File: src/rtl/xilinx_fifo_rd_stream_pkg.sv
// fifo_rd_pkg: shared types and depth helper for the FIFO read-stream adapter
//   lvl_t    : 3-bit level/credit count, 0..DEPTH
//   depth_of : buffer depth for a given FIFO read latency
package fifo_rd_pkg;
  typedef logic [2:0] lvl_t;
  function automatic int depth_of(input int rd_latency);
    return rd_latency + 2;
  endfunction
endpackage

File: src/rtl/xilinx_fifo_rd_stream_if.sv
// xilinx_fifo_rd_stream_if: valid/ready output stream of the read adapter
//   m_data  : stream data, DSIZE bits
//   m_valid : stream valid
//   m_ready : stream ready
interface xilinx_fifo_rd_stream_if #(parameter int DSIZE = 128);
  logic [DSIZE-1:0] m_data;
  logic m_valid;
  logic m_ready;
  modport master(output m_data, m_valid, input m_ready);
  modport slave(input m_data, m_valid, output m_ready);
endinterface

File: src/rtl/xilinx_fifo_rd_stream_skid_ram.sv
// fifo_rd_skid_ram: DEPTH x DSIZE prefetch buffer with wrapping pointers and level
//   clk, rst_n : clock, asynchronous active-low reset
//   i_push     : write i_wdata at the write pointer
//   i_pop      : consume the head word (ignored while empty)
//   o_rdata    : head word, o_valid : buffer not empty, o_level : words held
module fifo_rd_skid_ram
  import fifo_rd_pkg::*;
#(
  parameter int DSIZE = 128,
  parameter int DEPTH = 3
) (
  input  logic             clk,
  input  logic             rst_n,
  input  logic             i_push,
  input  logic             i_pop,
  input  logic [DSIZE-1:0] i_wdata,
  output logic [DSIZE-1:0] o_rdata,
  output logic             o_valid,
  output lvl_t             o_level
);
  localparam int AW = $clog2(DEPTH);
  logic [DSIZE-1:0] r_mem [DEPTH];
  logic [AW-1:0] r_wptr, r_rptr;
  lvl_t r_level;
  logic w_pop;
  function automatic logic [AW-1:0] wrap_inc(input logic [AW-1:0] p);
    return (p == AW'(DEPTH - 1)) ? '0 : p + 1'b1;
  endfunction
  assign w_pop = i_pop && (r_level != '0);
  assign o_rdata = r_mem[r_rptr];
  assign o_valid = r_level != '0;
  assign o_level = r_level;
  always_ff @(posedge clk or negedge rst_n)
    if (!rst_n) begin
      r_mem <= '{default: '0};
      r_wptr <= '0;
      r_rptr <= '0;
      r_level <= '0;
    end else begin
      if (i_push) r_mem[r_wptr] <= i_wdata;
      if (i_push) r_wptr <= wrap_inc(r_wptr);
      if (w_pop) r_rptr <= wrap_inc(r_rptr);
      r_level <= r_level + lvl_t'(i_push) - lvl_t'(w_pop);
    end
  // Credit accounting in the parent keeps pushes from ever landing on a full buffer.
  a_no_overflow: assert property (@(posedge clk) disable iff (!rst_n)
    !(i_push && !w_pop && (r_level == lvl_t'(DEPTH))));
endmodule

File: src/rtl/xilinx_fifo_rd_stream.sv
// xilinx_fifo_rd_stream: turns a fixed-latency FIFO read port into a valid/ready stream
//   clk, rst_n  : FIFO read clock, asynchronous active-low reset
//   fifo_empty  : FIFO empty flag, fifo_rd_en : FIFO read strobe
//   fifo_dout   : FIFO read data, valid RD_LATENCY cycles after fifo_rd_en
//   m           : output stream (m_data, m_valid, m_ready)
//   level       : words currently buffered, 0..DEPTH
module xilinx_fifo_rd_stream
  import fifo_rd_pkg::*;
#(
  parameter int DSIZE = 128,
  parameter int RD_LATENCY = 1
) (
  input  logic                    clk,
  input  logic                    rst_n,
  input  logic                    fifo_empty,
  output logic                    fifo_rd_en,
  input  logic [DSIZE-1:0]        fifo_dout,
  xilinx_fifo_rd_stream_if.master m,
  output lvl_t                    level
);
  localparam int DEPTH = depth_of(RD_LATENCY);
  logic [RD_LATENCY-1:0] r_pipe;
  lvl_t r_inflight;
  lvl_t w_credit;
  logic w_push;
  logic w_pop;
  // Credit counts both buffered words and reads still in the FIFO pipeline, so a read
  // is only issued when its data is guaranteed a slot; m_ready never reaches rd_en.
  assign w_credit = level + r_inflight;
  // Gating with rst_n keeps the strobe low while the adapter is held in reset.
  assign fifo_rd_en = rst_n && !fifo_empty && (w_credit < lvl_t'(DEPTH));
  assign w_push = r_pipe[RD_LATENCY-1];
  assign w_pop = m.m_valid && m.m_ready;
  always_ff @(posedge clk or negedge rst_n)
    if (!rst_n) begin
      r_pipe <= '0;
      r_inflight <= '0;
    end else begin
      r_pipe <= RD_LATENCY'({r_pipe, fifo_rd_en});
      r_inflight <= r_inflight + lvl_t'(fifo_rd_en) - lvl_t'(w_push);
    end
  fifo_rd_skid_ram #(.DSIZE(DSIZE), .DEPTH(DEPTH)) u_ram (
    .clk    (clk),
    .rst_n  (rst_n),
    .i_push (w_push),
    .i_pop  (w_pop),
    .i_wdata(fifo_dout),
    .o_rdata(m.m_data),
    .o_valid(m.m_valid),
    .o_level(level)
  );
endmodule

File: src/flat_wrapper.sv
// flat-port wrapper written by rule: the top's interface ports become plain ports
module xilinx_fifo_rd_stream_flat import fifo_rd_pkg::*;
#(
  parameter int DSIZE = 128,
  parameter int RD_LATENCY = 1
)
  (clk, rst_n, fifo_empty, fifo_rd_en, fifo_dout, level, m_m_data, m_m_valid, m_m_ready);
  xilinx_fifo_rd_stream_if #(.DSIZE(DSIZE)) m_i ();
  input  logic clk;
  input  logic rst_n;
  input  logic fifo_empty;
  output logic fifo_rd_en;
  input  logic [DSIZE-1:0] fifo_dout;
  output lvl_t level;
  output wire logic [$bits(m_i.m_data)-1:0] m_m_data;
  output wire logic [$bits(m_i.m_valid)-1:0] m_m_valid;
  input wire logic [$bits(m_i.m_ready)-1:0] m_m_ready;
  assign m_m_data = m_i.m_data;
  assign m_m_valid = m_i.m_valid;
  assign m_i.m_ready = m_m_ready;
  xilinx_fifo_rd_stream #(.DSIZE(DSIZE), .RD_LATENCY(RD_LATENCY)) u_core (.clk(clk), .rst_n(rst_n), .fifo_empty(fifo_empty), .fifo_rd_en(fifo_rd_en), .fifo_dout(fifo_dout), .m(m_i), .level(level));
endmodule
File: config.mk
export PLATFORM = sky130hd
export DESIGN_NAME = xilinx_fifo_rd_stream_flat
export DESIGN_NICKNAME = d
export VERILOG_FILES = /design/src/rtl/xilinx_fifo_rd_stream_pkg.sv /design/src/rtl/xilinx_fifo_rd_stream_if.sv /design/src/rtl/xilinx_fifo_rd_stream_skid_ram.sv /design/src/rtl/xilinx_fifo_rd_stream.sv /design/src/flat_wrapper.sv
export SDC_FILE = /design/constraint.sdc
export NUM_CORES = 1
export LEC_CHECK = 0
export CAP_MARGIN = 20
export CORE_MARGIN = 2
export CORE_UTILIZATION = 55
export CTS_CLUSTER_SIZE = 10
export DETAILED_ROUTE_END_ITERATION = 7
export GPL_TIMING_DRIVEN = 0
export PLACE_DENSITY = 0.81
export SETUP_SLACK_MARGIN = 0.4
export SLEW_MARGIN = 20
export SYNTH_ARGS = -nofsm -noshare
export SYNTH_HDL_FRONTEND = slang
export SYNTH_SLANG_ARGS = --single-unit
File: constraint.sdc
create_clock -name clk -period 3.6 [get_ports clk]
set_input_delay 0.54 -clock clk [delete_from_list [all_inputs] [get_ports clk]]
set_output_delay 0.54 -clock clk [all_outputs]
set_load 0.01 [all_outputs]
==> results.toml <==
[cts]
clk_pin_slew_ns = 0.05
cts_buffers = 45
clk_latency_ns = 0.54
root_buffer = "clkbuf_16"
postCtsSetupBuffers = 0
cts_tree = "yes"
cts_num_sinks = 395
clock_path_buffers = 3
htreeDepth = 2

[setup_path]
critPathLaunchType = "flop"
crit_path_end_kind = "output port"
r2r_slack_ns = 0.89
cp_data_arrival_time_ns = 2.56
crit_required_ns = 3.06
crit_type = "reg2out"
cp_max_fo = 10

[routing]
post_drt_wl_per_cell_um = 21.4
ant_nets = 0
drt-pass1-iter-count = 4
first_iter_violations = 360
vias = 10802
routed_wl_um = 41200
drc = 0
avgViaCountPerCell = 5.61

[synthesis]
syn_area_mm2 = 0.0181
ys_ff_latch = 395
ys.warnings.count = 0
ys_types = 28
synthTopCellsByArea = "dfrtp_1, mux2_2, mux2_4, mux2i_1, o2bb2ai_1"
syn_area_per_cell_um2 = 15.6
ys_seq_area_share_pct = 54.7
synthCells = 1157
synth_area_leader_cell = "dfrtp_1"
yosysTopAreaCellShare_pct = 54.7
syn_nets = 1297

[global_route]
grtUsageTotal_pct = 24.1
grt_max_degree = 98
antenna_found_initial = 3
grt_pass1_wl_um = 64800
grt_pass1_vias = 11872
grt-ovfl-total = 0

[sta]
period_share_pct = 86.0
drv_slew = 0
hold_viol = 0
max_clock_freq_ghz = 0.323
finClkSkew_ns = 0.0134
setup_viol = 0
slew_headroom_pct = 61.3
setup_ws_ns = 0.503
rsz0062_at_grt = "true"
final.setup.tns_ns = 0
min_period_ns = 3.10
tightest_slew_ns = 0.581

[floorplanning]
die_x_um = 185
rows = 66
start_util_pct = 55.7
die-area_mm2 = 0.0343
die_h_um = 185
core-area_mm2 = 0.0325
ioPinCount = 265

[run]
drv_cap = 0

[run_status]
outcome = "finished clean"

[pwr]
p_per_area_mw_per_mm2 = 998
peakVddDrop_uv = 660
p_leak_uw = 0.00961

[place]
dp_worst_setup_slack_ns = 0.275
dp_cells = 1867
port-buffer-count = 264
hpwl_um = 27200
gp_congestion = 0.759

[cells_and_area]
nNetsFinal = 1614
drive_gt1_share_pct = 34.3
layout_common_cells = "dfrtp_1, mux2_2, clkdlybuf4s50_1"
final_common_cell = "dfrtp_1"
synthToLayoutAreaGrowth_pct = 25.7
final-instance-count-excl-fill = 1924

[worst_hold_path]
hp-class = "in2async"
==> power breakdown <==
part,internal [uW],total [uW],switching (uW)
logic,6300,10700,4410
clock network,2300,3970,1670
registers,6750,7980,1230
==> repair_timing <==
item | in CTS | in global routing
resized for setup | 9 | 17
endpoints found under the hold margin | 49 | 0
gates cloned | 1 | 0
setup endpoints to repair | 104 | 67
hold buffers | 1 | 0
==> area by class of cell <==
type                            instances  area [um2]
Inverter                               10        37.5
Fill cell                            2233        9750
Buffer                                 85         792
Sequential cell                       395        9890
Multi-Input combinational cell        667        7400
Clock buffer                           52        1190
Timing Repair Buffer                  270        2830
Clock inverter                          1        8.76
Tap cell                              442         553
Antenna cell                            2        5.00
==> cell families after synthesis <==
family	count (synthesis)	synth area share, %
muxes	514	33.2
DFF	395	54.7
AOI/OAI and AO/OA	131	6.32
buffers and inverters	95	4.33
and+or+nand+nor	9	0.415
adders and majority gates	8	0.679
xor gates and xnor gates	5	0.325
==> worst paths after layout <==
| kind | start | endpoint | cells past startpoint |
|---|---|---|---|
| min reg2reg | u_core.u_ram.r_mem[332]$_DFFE_PN0P_ | u_core.u_ram.r_mem[332]$_DFFE_PN0P_ | 1 |
| min in group clk | u_core.u_ram.r_mem[332]$_DFFE_PN0P_ | u_core.u_ram.r_mem[332]$_DFFE_PN0P_ | 1 |
| max reg2reg | u_core.u_ram.o_level[0]$_DFF_PN0_ | u_core.r_inflight[2]$_DFF_PN0_ | 11 |
| min | rst_n | u_core.u_ram.r_mem[15]$_DFFE_PN0P_ | 2 |
| max | u_core.u_ram.r_rptr[1]$_DFFE_PN0P_ | m_m_data[99] | 6 |
| max in group asynchronous | rst_n | u_core.u_ram.r_mem[92]$_DFFE_PN0P_ | 3 |
==> metrics by stage <==
step / hold WS (ns) / area, um2 / total power (uW) / util [%]
after floorplan: 0.244 / 18100 / 14300 / -
after global placement: 0.467 / 21300 / 18300 / 65.5
after detailed placement: 0.474 / 21400 / 18700 / 65.9
after CTS: 0.00293 / 22700 / 22800 / 69.8
after global routing: 0.0171 / 22700 / 24000 / 70.0
final: 0.0177 / 22700 / 22700 / 70.0
==> synthesized netlist by cell type <==
master / n
nor3b_4: 1
mux2_2: 277
buf_12: 11
o31a_1: 1
nor2b_1: 1
nand3b_1: 2
o2bb2ai_1: 128
dfrtp_1: 395
mux2_4: 100
ha_1: 5
a21o_1: 1
nand2b_1: 1
mux2i_1: 128
inv_1: 10
mux2_1: 9
nand4b_1: 1
xnor2_1: 3
clkbuf_1: 15
xor2_1: 1
buf_4: 12
buf_6: 23
or3_1: 1
o21ai_0: 1
xor3_1: 1
buf_2: 24
and4b_1: 1
fa_1: 3
nor2_1: 1
==> critical path, stage by stage (launching register included) <==
cell and delay (ns):
dfrtp_1 0.35, buf_2 0.15, nor2b_1 0.22, buf_6 0.25, buf_2 0.28, o2bb2ai_1 0.18, clkdlybuf4s50_1 0.58
==> registers in the layout, summed over array words and instances (netlist names) <==
name                  cells
u_core.u_ram.r_wptr       2
u_core.r_inflight         3
u_core.u_ram.r_mem      384
u_core.r_pipe             1
u_core.u_ram.r_rptr       2
u_core.u_ram.o_level      3
==> layer usage <==
layer | routed length [um] | vias up | share of wire [%] | global-route usage (%)
li1 | - | 4901 | - | -
met4 | 661 | 2 | 1.6 | 5.21
met1 | 17700 | 5564 | 43 | 32.0
met5 | 13 | - | 0.032 | 0
met2 | 19500 | 276 | 47 | 39.1
met3 | 3350 | 59 | 8.1 | 7.61
Note: power is estimated with default switching activity, not from simulation.
